`src/rtl/uart_rx_pkt_ctrl.sv`:
```
// uart_rx_pkt_ctrl: frames the UART receiver's byte stream into command packets.
// Frame: SYNC, CMD, LEN_H, LEN_L, N payload bytes, CHK (8-bit sum of CMD..payload).
// Payload bytes are streamed to a buffer write port; a good packet is held
// on pkt_valid until pkt_ack, bad/oversized/stalled packets pulse pkt_err.
module uart_rx_pkt_ctrl #(
    parameter int unsigned ADDR_W      = 12,
    parameter logic [7:0]  SYNC_BYTE   = 8'hA5,
    parameter int unsigned TIMEOUT_CYC = 50000
) (
    input  logic              clock,
    input  logic              reset,
    input  logic [7:0]        rx_data,
    input  logic              rx_done,
    output logic              wr_en,
    output logic [ADDR_W-1:0] wr_addr,
    output logic [7:0]        wr_data,
    output logic              pkt_valid,
    output logic [7:0]        pkt_cmd,
    output logic [15:0]       pkt_len,
    input  logic              pkt_ack,
    output logic              pkt_err,
    output logic [1:0]        err_code,
    output logic              overrun,
    output logic              busy
);

    localparam int unsigned TMO_W   = 20;
    localparam int unsigned MAX_LEN = 32'd1 << ADDR_W;

    localparam logic [1:0] ERR_CHK = 2'b01;
    localparam logic [1:0] ERR_LEN = 2'b10;
    localparam logic [1:0] ERR_TMO = 2'b11;

    typedef enum logic [2:0] {
        S_IDLE, S_CMD, S_LEN_H, S_LEN_L, S_PAYLOAD, S_CHK, S_HOLD
    } state_e;

    state_e             state_q;
    logic [7:0]         sum_q;
    logic [15:0]        len_q;
    logic [ADDR_W-1:0]  idx_q;
    logic [TMO_W-1:0]   tmo_q;

    logic [15:0] len_n_c;
    logic [7:0]  sum_n_c;
    logic        active_c;
    logic        tmo_hit_c;

    // Combinational helpers: full length once LEN_L arrives, next sum, timeout window
    always_comb begin
        len_n_c   = {len_q[15:8], rx_data};
        sum_n_c   = sum_q + rx_data;
        active_c  = (state_q == S_CMD) || (state_q == S_LEN_H) || (state_q == S_LEN_L) ||
                    (state_q == S_PAYLOAD) || (state_q == S_CHK);
        tmo_hit_c = (tmo_q == TMO_W'(TIMEOUT_CYC - 1));
    end

    // Packet FSM with all outputs registered; rx_done always wins over timeout
    always_ff @(posedge clock) begin
        if (reset) begin
            state_q   <= S_IDLE;
            sum_q     <= 8'd0;
            len_q     <= 16'd0;
            idx_q     <= '0;
            tmo_q     <= '0;
            wr_en     <= 1'b0;
            wr_addr   <= '0;
            wr_data   <= 8'd0;
            pkt_valid <= 1'b0;
            pkt_cmd   <= 8'd0;
            pkt_len   <= 16'd0;
            pkt_err   <= 1'b0;
            err_code  <= 2'b00;
            overrun   <= 1'b0;
            busy      <= 1'b0;
        end else begin
            wr_en   <= 1'b0;
            pkt_err <= 1'b0;

            // Inter-byte idle counter, only meaningful inside a packet
            if (rx_done || !active_c) begin
                tmo_q <= '0;
            end else begin
                tmo_q <= tmo_q + TMO_W'(1);
            end

            if (active_c && !rx_done && tmo_hit_c) begin
                pkt_err  <= 1'b1;
                err_code <= ERR_TMO;
                state_q  <= S_IDLE;
                busy     <= 1'b0;
            end else begin
                case (state_q)
                    S_IDLE: begin
                        if (rx_done && (rx_data == SYNC_BYTE)) begin
                            state_q <= S_CMD;
                            busy    <= 1'b1;
                        end
                    end
                    S_CMD: begin
                        if (rx_done) begin
                            pkt_cmd <= rx_data;
                            sum_q   <= rx_data;
                            state_q <= S_LEN_H;
                        end
                    end
                    S_LEN_H: begin
                        if (rx_done) begin
                            len_q[15:8] <= rx_data;
                            sum_q       <= sum_n_c;
                            state_q     <= S_LEN_L;
                        end
                    end
                    S_LEN_L: begin
                        if (rx_done) begin
                            len_q[7:0] <= rx_data;
                            sum_q      <= sum_n_c;
                            if (32'(len_n_c) > MAX_LEN) begin
                                pkt_err  <= 1'b1;
                                err_code <= ERR_LEN;
                                state_q  <= S_IDLE;
                                busy     <= 1'b0;
                            end else if (len_n_c == 16'd0) begin
                                state_q <= S_CHK;
                            end else begin
                                idx_q   <= '0;
                                state_q <= S_PAYLOAD;
                            end
                        end
                    end
                    S_PAYLOAD: begin
                        if (rx_done) begin
                            wr_en   <= 1'b1;
                            wr_addr <= idx_q;
                            wr_data <= rx_data;
                            sum_q   <= sum_n_c;
                            idx_q   <= idx_q + ADDR_W'(1);
                            if ((32'(idx_q) + 32'd1) == 32'(len_q)) begin
                                state_q <= S_CHK;
                            end
                        end
                    end
                    S_CHK: begin
                        if (rx_done) begin
                            if (rx_data == sum_q) begin
                                pkt_valid <= 1'b1;
                                pkt_len   <= len_q;
                                state_q   <= S_HOLD;
                            end else begin
                                pkt_err  <= 1'b1;
                                err_code <= ERR_CHK;
                                state_q  <= S_IDLE;
                                busy     <= 1'b0;
                            end
                        end
                    end
                    S_HOLD: begin
                        if (pkt_ack) begin
                            pkt_valid <= 1'b0;
                            overrun   <= 1'b0;
                            state_q   <= S_IDLE;
                            busy      <= 1'b0;
                        end else if (rx_done) begin
                            overrun <= 1'b1;
                        end
                    end
                    default: begin
                        state_q <= S_IDLE;
                        busy    <= 1'b0;
                    end
                endcase
            end
        end
    end

endmodule
```
`config.mk`:
```
export PLATFORM = sky130hd
export DESIGN_NAME = uart_rx_pkt_ctrl
export DESIGN_NICKNAME = d
export VERILOG_FILES = /design/src/rtl/uart_rx_pkt_ctrl.sv
export SDC_FILE = /design/constraint.sdc
export NUM_CORES = 1
export LEC_CHECK = 0
export CORE_AREA = 2 2 101 103
export DETAILED_ROUTE_END_ITERATION = 16
export DIE_AREA = 0 0 103 105
export PLACE_DENSITY = 0.79
export SKIP_CTS_REPAIR_TIMING = 1
export SYNTH_ARGS = -nofsm -noshare
export SYNTH_HDL_FRONTEND = slang
export SYNTH_SLANG_ARGS = --single-unit
export TNS_END_PERCENT = 10
```
`constraint.sdc`:
```
create_clock -name clock -period 3.64 [get_ports clock]
set_clock_uncertainty 0.2 [all_clocks]
set_input_delay 0.91 -clock clock [delete_from_list [all_inputs] [get_ports clock]]
set_output_delay 0.91 -clock clock [all_outputs]
set_load 0.05 [all_outputs]
```
After elaboration in Yosys (flattened, before gate mapping)
Cells that the tools add are included.
- $lt $le $gt $ge: 1
- reductions and logical operators: 34
- bitwise operators: 3
- add/sub/neg operators: 4
- equal/unequal tests: 28
- mux-type cells: 45
- operators with widths (kind ; count):
    $mux W12 ; 4
    $mux W3 ; 10
    $pmux W12 S2 ; 1
    $pmux W3 S7 ; 1
    $add A20 B1 Y20 const B ; 1
    $eq A20 B16 Y1 const B ; 1
    $ne A2 B2 Y1 const B ; 10
    $mux W1 ; 17
    $eq A13 B16 Y1 ; 1
    $gt A16 B13 Y1 const B ; 1
    $logic_not A16 Y1 ; 1
    $mux W8 ; 2
    $pmux W8 S2 ; 1
    $reduce_and A3 Y1 ; 5
    $add A12 B1 Y13 const B ; 1
    $add A12 B1 Y12 const B ; 1
    $mux W2 ; 5
    $reduce_and A5 Y1 ; 2
    $eq A3 B3 Y1 const B ; 3
    $reduce_or A3 Y1 ; 3
    $add A8 B8 Y8 ; 1
    $eq A8 B8 Y1 ; 1
    $eq A8 B8 Y1 const B ; 1
    $ne A2 B1 Y1 const B ; 4
    other kinds (20) ; 37
- word-level logic and storage cells: 131
- bits in registers: 110
- bits of input ports: 12

Longest topological paths before layout
Gate-level depths: netlist of the first run.
- word-level depth: 9
- mapped depth: 9

Least setup slack after synthesis of the first run
OpenSTA, ideal clock, no wires.
- path type: in2reg
- start: input port rx_data[6]
- end: register idx_q[3]
- slack: 0.782 ns
- arrival time: 2.588 ns
- path buffers: 2
- cell stages on the path: 9
- path through: ha_1 > nor4_1 > and4_1 > nor3_1 > buf_4 > a31oi_2 > buf_4 > o21ai_1 > a21oi_1
- cells in the longest elaborated chain, start to end: 3
- RTL lines (element ; RTL line ; RTL):
    from (decl) ; 12 ; input logic [7:0] rx_data,
    $gt A16 B13 Y1 or $logic_not A16 Y1 (tied branches) ; 118, 123 ;
    $ne A2 B2 Y1 (no source line) ; - ;
    $reduce_and A6 Y1 (no source line) * ; - ;
    to (signal assigned) ; 137 ; idx_q <= idx_q + ADDR_W'(1);
    to (decl) ; 41 ; logic [ADDR_W-1:0] idx_q;
Every way passes the cells marked *; elsewhere a longest branch is shown, timed or not.
A chain may end at the register's enable or synchronous reset.

Worst setup path after layout of the first run
- start: input port rx_data[1]
- end: register sum_q[7]
- cells in the longest elaborated chain, start to end: 3
- RTL lines (element ; RTL line ; RTL):
    $add A8 B8 Y8 ; 52 ; sum_n_c = sum_q + rx_data;
    $mux W8 ; 108, 115, 132 ;
    $pmux W8 S2 ; 93 ; case (state_q)
    to (signal assigned) ; 110 ; sum_q <= sum_n_c;
    to (signal assigned) ; 117 ; sum_q <= sum_n_c;
    to (signal assigned) ; 136 ; sum_q <= sum_n_c;
    to (decl) ; 39 ; logic [7:0] sum_q;
Every way passes these cells. The select of a mux whose other input is x is not followed.

==> results of run 1 <==
-- how the worst max path moves through the flow --
stage            endpoint  slack [ns]  cells past startpoint
2_1_floorplan    idx_q[3]        0.78                      9
3_3_place_gp     sum_q[7]        0.27                      8
3_5_place_dp     sum_q[7]        0.23                      8
4_1_cts        pkt_len[0]        0.64                      9
5_1_grt        state_q[0]        0.48                      8
6_report         sum_q[7]        0.61                      8
-- metal layers --
metal	vias to the layer above	global-route usage (%)	part of all wire [%]
met1	2247	34.92	43
met2	164	43.46	49
met5	-	0	0
met3	28	4.749	5.4
met4	0	9.868	2.2
li1	2313	-	-
-- power groups by stage --
stage | combinational (mW) | clock (mW) | sequential, mW
global placement | 0.498 | 0 | 1.31
CTS | 0.514 | 0.704 | 1.29
global route | 0.575 | 0.751 | 1.30
floorplan | 0.352 | 0 | 1.34
finish | 0.521 | 0.688 | 1.29
detailed placement | 0.511 | 0 | 1.32
-- sequential cells by signal, summed over array words and instances (netlist names), 3 cells and up --
name     flops
tmo_q       20
len_q       16
pkt_len     16
idx_q       12
wr_addr     12
pkt_cmd      8
sum_q        8
wr_data      8
state_q      3
-- Yosys cell counts (5+ instances only) --
master / count / area (um2)
o21a_1: 5 / 37.54
xor2_1: 19 / 166.4
mux2i_1: 30 / 300.3
clkbuf_1: 21 / 78.83
inv_1: 8 / 30.03
nand3_1: 13 / 65.06
and3_1: 7 / 43.79
or3_1: 8 / 50.05
nor2_1: 82 / 307.8
nand4_1: 7 / 43.79
buf_2: 8 / 40.04
dfxtp_1: 110 / 2202
o21ai_0: 6 / 30.03
ha_1: 9 / 112.6
xnor2_1: 18 / 157.7
and4_1: 5 / 43.79
a211oi_1: 5 / 37.54
a21oi_1: 60 / 300.3
nor2b_1: 5 / 31.28
nor3_1: 15 / 75.07
nor4_1: 8 / 50.05
buf_4: 6 / 45.04
o21ai_1: 13 / 65.06
nand2_1: 90 / 337.8
-- worst max-delay path, stage by stage --
cell             delay [ns]
clkdlybuf4s50_1        0.46
ha_1                   0.34
a21o_1                 0.19
a21o_1                 0.20
a21oi_1                0.26
nor3b_1                0.10
or4b_1                 0.48
a41oi_1                0.20
-- cell families (layout without fill, tap and decap cells) --
kind of cell	count (synthesis)	in the layout	synth area share, %
simple gates	280	280	26.60
flops	110	110	41.17
compound gates	119	119	13.57
buf+inv	47	105	4.327
fa+ha+maj	11	11	2.667
mux	30	30	5.614
xor+xnor	37	37	6.058
-- layout make-up --
class / count / area, um2
Fill cell: 861 / 3390
Clock buffer: 10 / 127.6
Inverter: 8 / 30.03
Sequential cell: 110 / 2202
Timing Repair Buffer: 81 / 758.2
Clock inverter: 6 / 43.79
Multi-Input combinational cell: 477 / 2922
Tap cell: 133 / 166.4
==> results.sh, run 1 <==
export IMPL_insertion_delay_ns=0.40
export IMPL_hp_start="wr_addr[2]"
export IMPL_cts_htree_levels=3
export IMPL_drv_slew=0
export IMPL_num_rows=36
export IMPL_fp_dieH_um=105
export IMPL_seqPwrFrac_pct=51.6
export IMPL_worstMarginPinSlew_ns=0.6629
export IMPL_timing_hold_ws_ns=0.2575
export IMPL_core_um2=9639
export IMPL_syn_cell_area_um2=5349
export IMPL_critPathRequiredTime_ns=3.76
export IMPL_grt_pass1_vias=4510
export IMPL_post_dp_cell_area_um2=6078
export IMPL_ir_drop_v=0.0002129
export IMPL_grt_setup_unrepaired="no"
export IMPL_vias_per_cell=5.760
export IMPL_cp_max_fo=3
export IMPL_drive_gt1_share_pct=8.237
export IMPL_dieArea_um2=10820
export IMPL_fin_crit_sh_pct=83.16
export IMPL_antenna_found_initial=0
export IMPL_wl_per_cell_um=16.78
export IMPL_routed_wl_um=13840
export IMPL_layout_setup_ws_ns=0.6130
export IMPL_clk_pin_slew_worst_paths_ns=0.11
export IMPL_grt_pass1_wl_um=22520
export IMPL_initial_utilization_pct=55.49
export IMPL_clock_sinks=110
export IMPL_yosysUniqueCellTypes=73
export IMPL_cts_tree="done"
export IMPL_io_buffers=62
export IMPL_dp_cells=809
export IMPL_reg2regPathDepth=7
export IMPL_status="completed"
export IMPL_startpoint="rx_data[1]"
export IMPL_io_pins=63
export IMPL_whs_path_depth=2
export IMPL_ant_nets=0
export IMPL_setup_viol=0
export IMPL_total_power_mw=2.501
export IMPL_netlist_instances=634
export IMPL_power_clock_fraction_pct=27.5
export IMPL_overflow=0
export IMPL_ys_seq_area_share_pct=41.17
export IMPL_switching_share_pct=32.14
export IMPL_instances_no_fill=825
export IMPL_layout_common_cells="110 x dfxtp_1, 90 x nand2_1, 82 x nor2_1"
export IMPL_yosysWarningCount=0
export IMPL_max_freq_ghz=0.3304
export IMPL_final_common_cell="dfxtp_1"
export IMPL_relSlewSlack_pct=55.81
export IMPL_avgSynthCellArea_um2=8.437
export IMPL_hold_path_end="wr_addr[2]"
export IMPL_p_switching_uw=803.7
export IMPL_criticalPathCategory="in2reg"
export IMPL_crit_path_start_kind="input pin"
export IMPL_hpwl_um=10070
export IMPL_grt_max_degree=60
export IMPL_synth_fp_nets=656
export IMPL_r2r_end="state_q[0]"
export IMPL_period_minus_slack_ns=3.027
export IMPL_first_iter_violations=317
export IMPL_cp_arrival_ns=3.15
export IMPL_synth_edf_count=0
export IMPL_reg2reg_from="idx_q[0]"
export IMPL_fin_setup_tns_ns=0
export IMPL_power_density_nw_per_um2=400.1
export IMPL_worst_setup_path_end_kind="register"
export IMPL_drc=0
export IMPL_gp_congestion=0.9468
export IMPL_p_int_mw=1.697
export IMPL_pre_cts_ws_ns=0.2283
export IMPL_drt_pass1_iterations=5
export IMPL_cts_max_path_buffers=2
export IMPL_antenna_cells=0
export IMPL_worstHoldPathType="reg2reg"
export IMPL_vias=4752
export IMPL_cap_violations=0
export IMPL_track_usage_pct=26.68
export IMPL_p_leak_nw=2.275
export IMPL_finalCoreUtilization_pct=64.84
export IMPL_numCtsBuffers=9
export IMPL_synth_async_reset_ratio_pct=0
export IMPL_die_w_um=103
export IMPL_design_area_um2=6250
export IMPL_hold_viol=0
export IMPL_clockRootBuffer="clkbuf_8"
export IMPL_ys_seq_elements=110
export IMPL_power_frac_comb_pct=20.8
export IMPL_synthFlopType="dfxtp_1"
export IMPL_r2r_slack_ns=0.84
export IMPL_area_growth_pct=16.84
export IMPL_nNetsFinal=709
Power figures use the tool's default switching activity.
==> run 2, diff against run 1 <==
- clock period: 3.64 -> 3.15 ns (I/O delays scaled with it)
==> results.sh, run 2 (synthesis results as in run 1) <==
export IMPL_status="completed"
export IMPL_area_growth_pct=21.15
export IMPL_io_pins=63
export IMPL_routed_wl_um=13810
export IMPL_nNetsFinal=726
export IMPL_layout_common_cells="110 x dfxtp_1, 90 x nand2_1, 82 x nor2_1"
export IMPL_worstHoldPathType="reg2reg"
export IMPL_grt_pass1_vias=4663
export IMPL_cts_htree_levels=3
export IMPL_clock_sinks=110
export IMPL_max_freq_ghz=0.3445
export IMPL_overflow=0
export IMPL_largest_reg_flops=20
export IMPL_fin_crit_sh_pct=92.16
export IMPL_crit_chain="clkdlybuf4s50_1 -> ha_1 -> a21o_1 -> a21o_1 -> a21oi_1 -> nor3b_1 -> or4b_1 -> a41oi_1"
export IMPL_drc=0
export IMPL_dieArea_um2=10820
export IMPL_cap_violations=0
export IMPL_die_w_um=103
export IMPL_ant_nets=0
export IMPL_power_frac_comb_pct=20.4
export IMPL_grt_pass1_wl_um=22690
export IMPL_clockRootBuffer="clkbuf_8"
export IMPL_p_leak_nw=2.407
export IMPL_period_minus_slack_ns=2.903
export IMPL_timing_hold_ws_ns=0.2590
export IMPL_cp_max_fo=3
export IMPL_final_common_cell="dfxtp_1"
export IMPL_cts_tree="done"
export IMPL_antenna_found_initial=0
export IMPL_drive_gt1_share_pct=10.44
export IMPL_track_usage_pct=26.41
export IMPL_setup_viol=0
export IMPL_worst_setup_path_end_kind="register"
export IMPL_drt_pass1_iterations=5
export IMPL_drv_slew=0
export IMPL_first_iter_violations=239
export IMPL_core_um2=9639
export IMPL_clk_pin_slew_worst_paths_ns=0.09
export IMPL_initial_utilization_pct=55.49
export IMPL_power_density_nw_per_um2=498.3
export IMPL_switching_share_pct=28.21
export IMPL_criticalPathCategory="in2reg"
export IMPL_hpwl_um=10090
export IMPL_max_stage_delay_ns=0.49
export IMPL_largestRegisters="tmo_q (20), len_q (16), pkt_len (16)"
export IMPL_top_register="tmo_q"
export IMPL_wl_per_cell_um=16.40
export IMPL_crit_top_cell="a21o_1"
export IMPL_num_rows=36
export IMPL_hold_viol=0
export IMPL_vias=4818
export IMPL_antenna_cells=0
export IMPL_cp_arrival_ns=3.00
export IMPL_vias_per_cell=5.722
export IMPL_insertion_delay_ns=0.37
export IMPL_grt_setup_unrepaired="no"
export IMPL_crit_path_start_kind="input pin"
export IMPL_crit_path_top_delay_cell="or4b_1"
export IMPL_grt_max_degree=51
export IMPL_total_power_mw=3.229
export IMPL_seqPwrFrac_pct=46.1
export IMPL_fp_dieH_um=105
export IMPL_numCtsBuffers=9
export IMPL_p_switching_uw=910.8
export IMPL_gp_congestion=0.8995
export IMPL_cts_max_path_buffers=2
export IMPL_ir_drop_v=0.0002562
export IMPL_power_clock_fraction_pct=33.5
export IMPL_r2r_slack_ns=0.51
export IMPL_relSlewSlack_pct=55.03
export IMPL_critPathRequiredTime_ns=3.25
export IMPL_p_int_mw=2.318
export IMPL_io_buffers=62
export IMPL_worstMarginPinSlew_ns=0.6746
-- run 2: changes by cell type in the layout (fill, tap and decap cells not counted), sizes merged --
cell | previous run | this run
buf | 20 | 37
bufinv | 0 | 4
clkinvlp | 1 | 0
inv | 11 | 8
-- run 2: power groups by stage --
stage          Sequential [mW]  Combinational, mW  Clock (mW)
6_report                  1.49              0.660        1.08
2_1_floorplan             1.55              0.407           0
3_5_place_dp              1.52              0.647           0
3_3_place_gp              1.52              0.627           0
5_1_grt                   1.50              0.714        1.15
4_1_cts                   1.49              0.652        1.10
-- run 2: worst paths after layout --
| path | startpoint | end | cells past startpoint |
|---|---|---|---|
| setup / recovery | rx_data[1] | sum_q[7] | 8 |
| hold reg to reg | pkt_cmd[6] | pkt_cmd[6] | 2 |
| setup reg to reg | idx_q[1] | state_q[0] | 7 |
| hold / removal | pkt_cmd[6] | pkt_cmd[6] | 2 |
-- run 2: metrics by stage --
step | instances | instance area (um2) | util [%] | setup TNS, ns | setup slack (ns)
after CTS | 842 | 6480 | 67.22 | 0 | 0.2526
after global routing | 842 | 6480 | 67.22 | 0 | 0.1147
after global placement | 826 | 6218 | 64.51 | -1.162 | -0.06340
after detailed placement | 826 | 6218 | 64.51 | -1.673 | -0.1346
after floorplan | 634 | 5349 | - | 0 | 0.4143
final | 842 | 6480 | 67.22 | 0 | 0.2470
-- run 2: metal layers --
metal / up-vias / share of wire [%] / GRT usage (%)
li1: 2351 / - / -
met3: 31 / 5.8 / 5.284
met2: 165 / 49 / 44.85
met5: - / 0 / 0
met4: 0 / 2.4 / 9.586
met1: 2271 / 42 / 32.65
-- run 2: area by class of cell --
| class | instances | area, um2 |
|---|---|---|
| fill | 812 | 3159 |
| multi-input combinational | 477 | 2922 |
| sequential | 110 | 2202 |
| timing repair buffer | 98 | 898.4 |
| tap | 133 | 166.4 |
| clock inverter | 6 | 133.9 |
| clock buffer | 10 | 127.6 |
| inverter | 8 | 30.03 |
-- run 2: worst max-delay path, delay by kind of cell --
family,cells,cell delay [ns]
compound gates,4,0.83
simple gates,2,0.59
buf+inv,1,0.46
fa+ha+maj,1,0.33
